===== src/rtl/dualport_ram_fifo_ctrl_if.sv =====
// User-side push/pop bundle for the dual-port RAM FIFO controller.
// The master drives requests; the slave (controller) returns data and status.
interface dualport_ram_fifo_ctrl_if #(
  parameter int ADDR_W = 6,
  parameter int DATA_W = 16
);
  logic              flush;
  logic              push;
  logic [DATA_W-1:0] push_data;
  logic              pop;
  logic              pop_valid;
  logic [DATA_W-1:0] pop_data;
  logic              full;
  logic              almost_full;
  logic              empty;
  logic              almost_empty;
  logic [ADDR_W:0]   count;
  logic              overflow;
  logic              underflow;
  logic              clear_err;

  modport master (
    output flush, push, push_data, pop, clear_err,
    input  pop_valid, pop_data, full, almost_full, empty, almost_empty,
    input  count, overflow, underflow
  );

  modport slave (
    input  flush, push, push_data, pop, clear_err,
    output pop_valid, pop_data, full, almost_full, empty, almost_empty,
    output count, overflow, underflow
  );
endinterface


===== src/rtl/dualport_ram_fifo_ctrl.sv =====
// Synchronous FIFO controller driving an external 64x16 single-enable dual-port RAM
// (port 1 writes, port 2 reads through a registered address).
module dualport_ram_fifo_ctrl #(
  parameter int ADDR_W        = 6,
  parameter int DATA_W        = 16,
  parameter int AFULL_THRESH  = 56,
  parameter int AEMPTY_THRESH = 8
) (
  input  logic                       CLK,
  input  logic                       RST,
  dualport_ram_fifo_ctrl_if.slave    fifo,
  output logic                       ram_en,
  output logic                       ram_we,
  output logic [ADDR_W-1:0]          ram_addr1,
  output logic [ADDR_W-1:0]          ram_addr2,
  output logic [DATA_W-1:0]          ram_di,
  input  logic [DATA_W-1:0]          ram_do2
);

  localparam logic [ADDR_W:0]   FULL_CNT   = (ADDR_W+1)'(2**ADDR_W);
  localparam logic [ADDR_W:0]   AFULL_CNT  = (ADDR_W+1)'(AFULL_THRESH);
  localparam logic [ADDR_W:0]   AEMPTY_CNT = (ADDR_W+1)'(AEMPTY_THRESH);
  localparam logic [ADDR_W:0]   CNT_ONE    = (ADDR_W+1)'(1);
  localparam logic [ADDR_W-1:0] PTR_ONE    = ADDR_W'(1);

  logic [ADDR_W-1:0] wr_ptr_reg, wr_ptr_next;
  logic [ADDR_W-1:0] rd_ptr_reg, rd_ptr_next;
  logic [ADDR_W:0]   count_reg, count_next;
  logic              pop_valid_reg, pop_valid_next;
  logic              overflow_reg, overflow_next;
  logic              underflow_reg, underflow_next;

  logic full_flag;
  logic empty_flag;
  logic push_ok;
  logic pop_ok;

  // Flags come from the registered count so they are stable for the whole cycle.
  assign full_flag  = (count_reg == FULL_CNT);
  assign empty_flag = (count_reg == '0);
  assign push_ok    = fifo.push & ~full_flag  & ~fifo.flush;
  assign pop_ok     = fifo.pop  & ~empty_flag & ~fifo.flush;

  assign fifo.full         = full_flag;
  assign fifo.empty        = empty_flag;
  assign fifo.almost_full  = (count_reg >= AFULL_CNT);
  assign fifo.almost_empty = (count_reg <= AEMPTY_CNT);
  assign fifo.count        = count_reg;
  assign fifo.pop_valid    = pop_valid_reg;
  assign fifo.pop_data     = ram_do2;
  assign fifo.overflow     = overflow_reg;
  assign fifo.underflow    = underflow_reg;

  // The RAM only latches its read address when enabled, so keep it enabled
  // outside reset; that way ram_do2 always reflects the head one cycle later.
  assign ram_en    = ~RST;
  assign ram_we    = push_ok & ~RST;
  assign ram_addr1 = wr_ptr_reg;
  assign ram_addr2 = rd_ptr_reg;
  assign ram_di    = fifo.push_data;

  always_comb begin
    wr_ptr_next    = wr_ptr_reg;
    rd_ptr_next    = rd_ptr_reg;
    count_next     = count_reg;
    pop_valid_next = pop_ok;
    overflow_next  = overflow_reg;
    underflow_next = underflow_reg;

    if (fifo.flush) begin
      wr_ptr_next = '0;
      rd_ptr_next = '0;
      count_next  = '0;
    end else begin
      if (push_ok) begin
        wr_ptr_next = wr_ptr_reg + PTR_ONE;
      end
      if (pop_ok) begin
        rd_ptr_next = rd_ptr_reg + PTR_ONE;
      end
      unique case ({push_ok, pop_ok})
        2'b10:   count_next = count_reg + CNT_ONE;
        2'b01:   count_next = count_reg - CNT_ONE;
        default: count_next = count_reg;
      endcase
    end

    // A clear in the same cycle as a new error wins.
    if (fifo.clear_err) begin
      overflow_next  = 1'b0;
      underflow_next = 1'b0;
    end else begin
      if (fifo.push & full_flag) begin
        overflow_next = 1'b1;
      end
      if (fifo.pop & empty_flag) begin
        underflow_next = 1'b1;
      end
    end
  end

  always_ff @(posedge CLK) begin
    if (RST) begin
      wr_ptr_reg    <= '0;
      rd_ptr_reg    <= '0;
      count_reg     <= '0;
      pop_valid_reg <= 1'b0;
      overflow_reg  <= 1'b0;
      underflow_reg <= 1'b0;
    end else begin
      wr_ptr_reg    <= wr_ptr_next;
      rd_ptr_reg    <= rd_ptr_next;
      count_reg     <= count_next;
      pop_valid_reg <= pop_valid_next;
      overflow_reg  <= overflow_next;
      underflow_reg <= underflow_next;
    end
  end

endmodule


===== src/flat_wrapper.sv =====
// flat-port wrapper written by rule: the top's interface ports become plain ports
module dualport_ram_fifo_ctrl_flat 
#(
  parameter int ADDR_W        = 6,
  parameter int DATA_W        = 16,
  parameter int AFULL_THRESH  = 56,
  parameter int AEMPTY_THRESH = 8
)
  (CLK, RST, ram_en, ram_we, ram_addr1, ram_addr2, ram_di, ram_do2, fifo_flush, fifo_push, fifo_push_data, fifo_pop, fifo_clear_err, fifo_pop_valid, fifo_pop_data, fifo_full, fifo_almost_full, fifo_empty, fifo_almost_empty, fifo_count, fifo_overflow, fifo_underflow);
  dualport_ram_fifo_ctrl_if #(.ADDR_W(ADDR_W), .DATA_W(DATA_W)) fifo_i ();
  input  logic CLK;
  input  logic RST;
  output logic ram_en;
  output logic ram_we;
  output logic [ADDR_W-1:0] ram_addr1;
  output logic [ADDR_W-1:0] ram_addr2;
  output logic [DATA_W-1:0] ram_di;
  input  logic [DATA_W-1:0] ram_do2;
  input wire logic [$bits(fifo_i.flush)-1:0] fifo_flush;
  input wire logic [$bits(fifo_i.push)-1:0] fifo_push;
  input wire logic [$bits(fifo_i.push_data)-1:0] fifo_push_data;
  input wire logic [$bits(fifo_i.pop)-1:0] fifo_pop;
  input wire logic [$bits(fifo_i.clear_err)-1:0] fifo_clear_err;
  output wire logic [$bits(fifo_i.pop_valid)-1:0] fifo_pop_valid;
  output wire logic [$bits(fifo_i.pop_data)-1:0] fifo_pop_data;
  output wire logic [$bits(fifo_i.full)-1:0] fifo_full;
  output wire logic [$bits(fifo_i.almost_full)-1:0] fifo_almost_full;
  output wire logic [$bits(fifo_i.empty)-1:0] fifo_empty;
  output wire logic [$bits(fifo_i.almost_empty)-1:0] fifo_almost_empty;
  output wire logic [$bits(fifo_i.count)-1:0] fifo_count;
  output wire logic [$bits(fifo_i.overflow)-1:0] fifo_overflow;
  output wire logic [$bits(fifo_i.underflow)-1:0] fifo_underflow;
  assign fifo_i.flush = fifo_flush;
  assign fifo_i.push = fifo_push;
  assign fifo_i.push_data = fifo_push_data;
  assign fifo_i.pop = fifo_pop;
  assign fifo_i.clear_err = fifo_clear_err;
  assign fifo_pop_valid = fifo_i.pop_valid;
  assign fifo_pop_data = fifo_i.pop_data;
  assign fifo_full = fifo_i.full;
  assign fifo_almost_full = fifo_i.almost_full;
  assign fifo_empty = fifo_i.empty;
  assign fifo_almost_empty = fifo_i.almost_empty;
  assign fifo_count = fifo_i.count;
  assign fifo_overflow = fifo_i.overflow;
  assign fifo_underflow = fifo_i.underflow;
  dualport_ram_fifo_ctrl #(.ADDR_W(ADDR_W), .DATA_W(DATA_W), .AFULL_THRESH(AFULL_THRESH), .AEMPTY_THRESH(AEMPTY_THRESH)) u_core (.CLK(CLK), .RST(RST), .fifo(fifo_i), .ram_en(ram_en), .ram_we(ram_we), .ram_addr1(ram_addr1), .ram_addr2(ram_addr2), .ram_di(ram_di), .ram_do2(ram_do2));
endmodule

===== config.mk =====
export PLATFORM = sky130hd
export DESIGN_NAME = dualport_ram_fifo_ctrl_flat
export DESIGN_NICKNAME = d
export VERILOG_FILES = /design/src/rtl/dualport_ram_fifo_ctrl_if.sv /design/src/rtl/dualport_ram_fifo_ctrl.sv /design/src/flat_wrapper.sv
export SDC_FILE = /design/constraint.sdc
export NUM_CORES = 1
export LEC_CHECK = 0
export ABC_AREA = 1
export BUFFER_PORTS_ARGS = -buffer_cell sky130_fd_sc_hd__buf_4
export CAP_MARGIN = 20
export CORE_MARGIN = 5
export CORE_UTILIZATION = 25
export DETAILED_ROUTE_END_ITERATION = 8
export PLACE_DENSITY = 0.58
export SLEW_MARGIN = 10
export SYNTH_ARGS = -nofsm -noshare
export SYNTH_HDL_FRONTEND = slang
export SYNTH_SLANG_ARGS = --single-unit

===== constraint.sdc =====
create_clock -name CLK -period 2.55 [get_ports CLK]
set_input_delay 0.3825 -clock CLK [delete_from_list [all_inputs] [get_ports CLK]]
set_output_delay 0.3825 -clock CLK [all_outputs]
set_load 0.005 [all_outputs]

==> impl_metrics.toml <==
[worst_hold_path]
hold_class = "in2reg"

[clocking]
cts_buffer_depth = 2
cts.sinks = 22
post-cts-setup-buffers = 0
cts_tree = "done"
hold_buffers = 0
root_buffer = "clkbuf_8"
cts_max_level = 1
insertion_delay_ns = 0.26
path_clk_slew_ns = 0.08
cts_buffers = 3

[floorplan]
initial_core_util = 0.2569
die_height_um = 90.79
fp.dieArea_mm2 = 0.008242
fp.dieW_um = 90.79
rows = 29
ioPinCount = 98
core_area_mm2 = 0.006350

[timing]
rsz0062_at_grt = "false"
drv_slew = 0
setup_viol = 0
holdWs_ns = 0.3699
min_period_over_period = 0.9223
max-slew-margin-rel = 0.6770
max_freq_mhz = 425.2
clock_skew_ns = 0.004791
setup_tns_ns = 0
hold_violations = 0
final.min_clock_period_ns = 2.352
tightest_slew_ns = 0.4840

[setup_path]
end_kind = "register"
worstPathCellList = "inv_1 > nand2_1 > inv_1 > nand2_2 > nand3_2 > inv_2 > ha_4 > inv_1 > fa_1 > inv_1 > nand2_1 > nand2_1 > nand2_1 > or2_2 > nand3_1 > nand2_1 > inv_1"
cp_max_fo = 7
critPathMaxStageDelay_ns = 0.41
setup.worst_path.class = "reg2reg"
cpMaxStageDelayCell = "fa_1"
start_kind = "register"
arrival_ns = 2.56
worstPathRequired_ns = 2.76

[place]
dpl-instance-area_mm2 = 0.001779
dp_hpwl_um = 2880
place_congestion = 0.7637
io_buffers = 33

[logic_synthesis]
synth-compound-area-share = 0.09969
post_synth_instance_area_mm2 = 0.001632
yosys.area_share.simple = 0.3029
synth_top_family_by_area = "simple AND/OR/NAND/NOR gates"
synth-seq-area-share = 0.2699
syn-num-nets = 278
synth_fa_ha_area_frac = 0.07362
syn_inst = 231
synth.area.mux_share = 0
syn_area_per_cell_um2 = 7.063
yosys_warnings = 0
ys_ff_latch = 22
synth_cell_types = 29
synth_xor_area_frac = 0.02684

[job]
cap_viol_max_count = 0

[global_route]
grt_pass1_wl_um = 6203
grt_use_total = 0.09020
overflow = 0
grt_start_max_net_pins = 13
grt_pass1_vias = 1331
antenna_found_initial = 0

[cells_and_area]
area.growth.synth_to_final_pct = 13.50
antennaDiodeCount = 0
layout-drive-gt1-share = 0.2905
largest_reg_flops = 7
final_area_mm2 = 0.001852
fillers = 708
nNetsFinal = 289

[power_and_ir_drop]
p_leak_nw = 0.9132
ir_worst_vdd_mv = 0.1721
p_total_uw = 867.2
p_per_area_mw_per_mm2 = 468.3

[routing]
wirelength_um = 3613
num_vias = 1355
wl_per_cell_um = 11.36
routed_via_density = 4.261
postRouteAntennaNets = 0
drc = 0
first_pass_iters = 4
drt_iter0_drc = 33

[outcome]
status = "completed"
[worst max-delay path, delay by kind of cell (launching register included)]
| kind | cells | cell delay, ns |
|---|---|---|
| flops | 1 | 0.38 |
| simple gates | 9 | 0.90 |
| buf+inv | 6 | 0.42 |
| fa+ha+maj | 2 | 0.59 |
[where the power goes]
group,total (mW),switching [mW],internal (mW)
registers,0.370,0.0127,0.357
clock network,0.254,0.116,0.138
logic,0.243,0.138,0.105
[final timing paths]
check | from | to | slack, ns | cells after the start
hold / removal | fifo_push | u_core.fifo.overflow | 0.37 | 3
hold reg to reg | u_core.fifo.underflow | u_core.fifo.underflow | 0.49 | 2
setup / recovery | u_core.fifo.count[6] | u_core.fifo.count[4] | 0.20 | 17
setup reg to reg | u_core.fifo.count[6] | u_core.fifo.count[4] | 0.20 | 17
[cell families (layout without fill, tap and decap cells)]
kind of cell | count (synthesis) | count (layout)
fa+ha+maj | 9 | 9
buf+inv | 65 | 75
flops | 22 | 22
xor+xnor | 5 | 5
simple gates | 101 | 101
compound gates | 29 | 29
[Yosys cell counts (all sizes together)]
| master | n | area [um2] |
|---|---|---|
| nand2 | 44 | 180.2 |
| buf | 33 | 245.2 |
| nor2 | 31 | 168.9 |
| inv | 30 | 112.6 |
| dfxtp | 22 | 440.4 |
| a21oi | 18 | 105.1 |
| nand3 | 18 | 95.09 |
| o21ai | 10 | 50.05 |
| ha | 8 | 100.1 |
| or2 | 4 | 25.02 |
| xnor2 | 3 | 26.28 |
| nand4 | 2 | 12.51 |
| xor2 | 2 | 17.52 |
| clkbuf | 1 | 3.750 |
| clkinv | 1 | 8.760 |
| fa | 1 | 20.02 |
| nand3b | 1 | 7.510 |
| nor3 | 1 | 5.000 |
| o211ai | 1 | 7.510 |
[through the flow]
stage,worst slack (ns),cells,util
after global placement,-0.04333,314,0.2802
final,0.1981,318,0.2916
after CTS,0.01736,318,0.2893
after global routing,0.004165,318,0.2916
after floorplan,0.2506,231,-
after detailed placement,-0.05457,314,0.2802
[area by class of cell]
cell class / instances / area (um2) / share of cell area
Sequential cell: 22 / 445.4 / 0.2405
Inverter: 31 / 121.4 / 0.06554
Clock buffer: 4 / 55.05 / 0.02973
Timing Repair Buffer: 40 / 300.3 / 0.1622
Tap cell: 77 / 96.34 / 0.05203
Multi-Input combinational cell: 144 / 833.3 / 0.4500
[cells in the final DEF (no fill, tap or decap), types with 4 or more instances in the layout]
cell type | netlist | routed
o21ai_1 | 4 | 4
nor2_1 | 25 | 25
buf_4 | 32 | 40
nand2_1 | 40 | 40
clkbuf_8 | 0 | 4
a21oi_2 | 4 | 4
nand3_1 | 17 | 17
dfxtp_1 | 22 | 18
o21ai_0 | 6 | 6
ha_1 | 8 | 7
or2_2 | 4 | 4
dfxtp_2 | 0 | 4
inv_1 | 29 | 29
a21oi_1 | 14 | 14
[repair_timing]
item,4_1_cts,5_1_grt
setup endpoints to repair,1,2
gates resized for setup,1,5
pin swaps,0,1
[metal layers]
| metal | routed length (um) | vias to the layer above | track usage |
|---|---|---|---|
| li1 | - | 717 | - |
| met3 | 236 | 4 | 0.03167 |
| met4 | 43 | 0 | 0.02689 |
| met5 | 0 | - | 0 |
| met2 | 1692 | 28 | 0.1489 |
| met1 | 1640 | 606 | 0.1099 |
(Power assumes the default switching activity.)
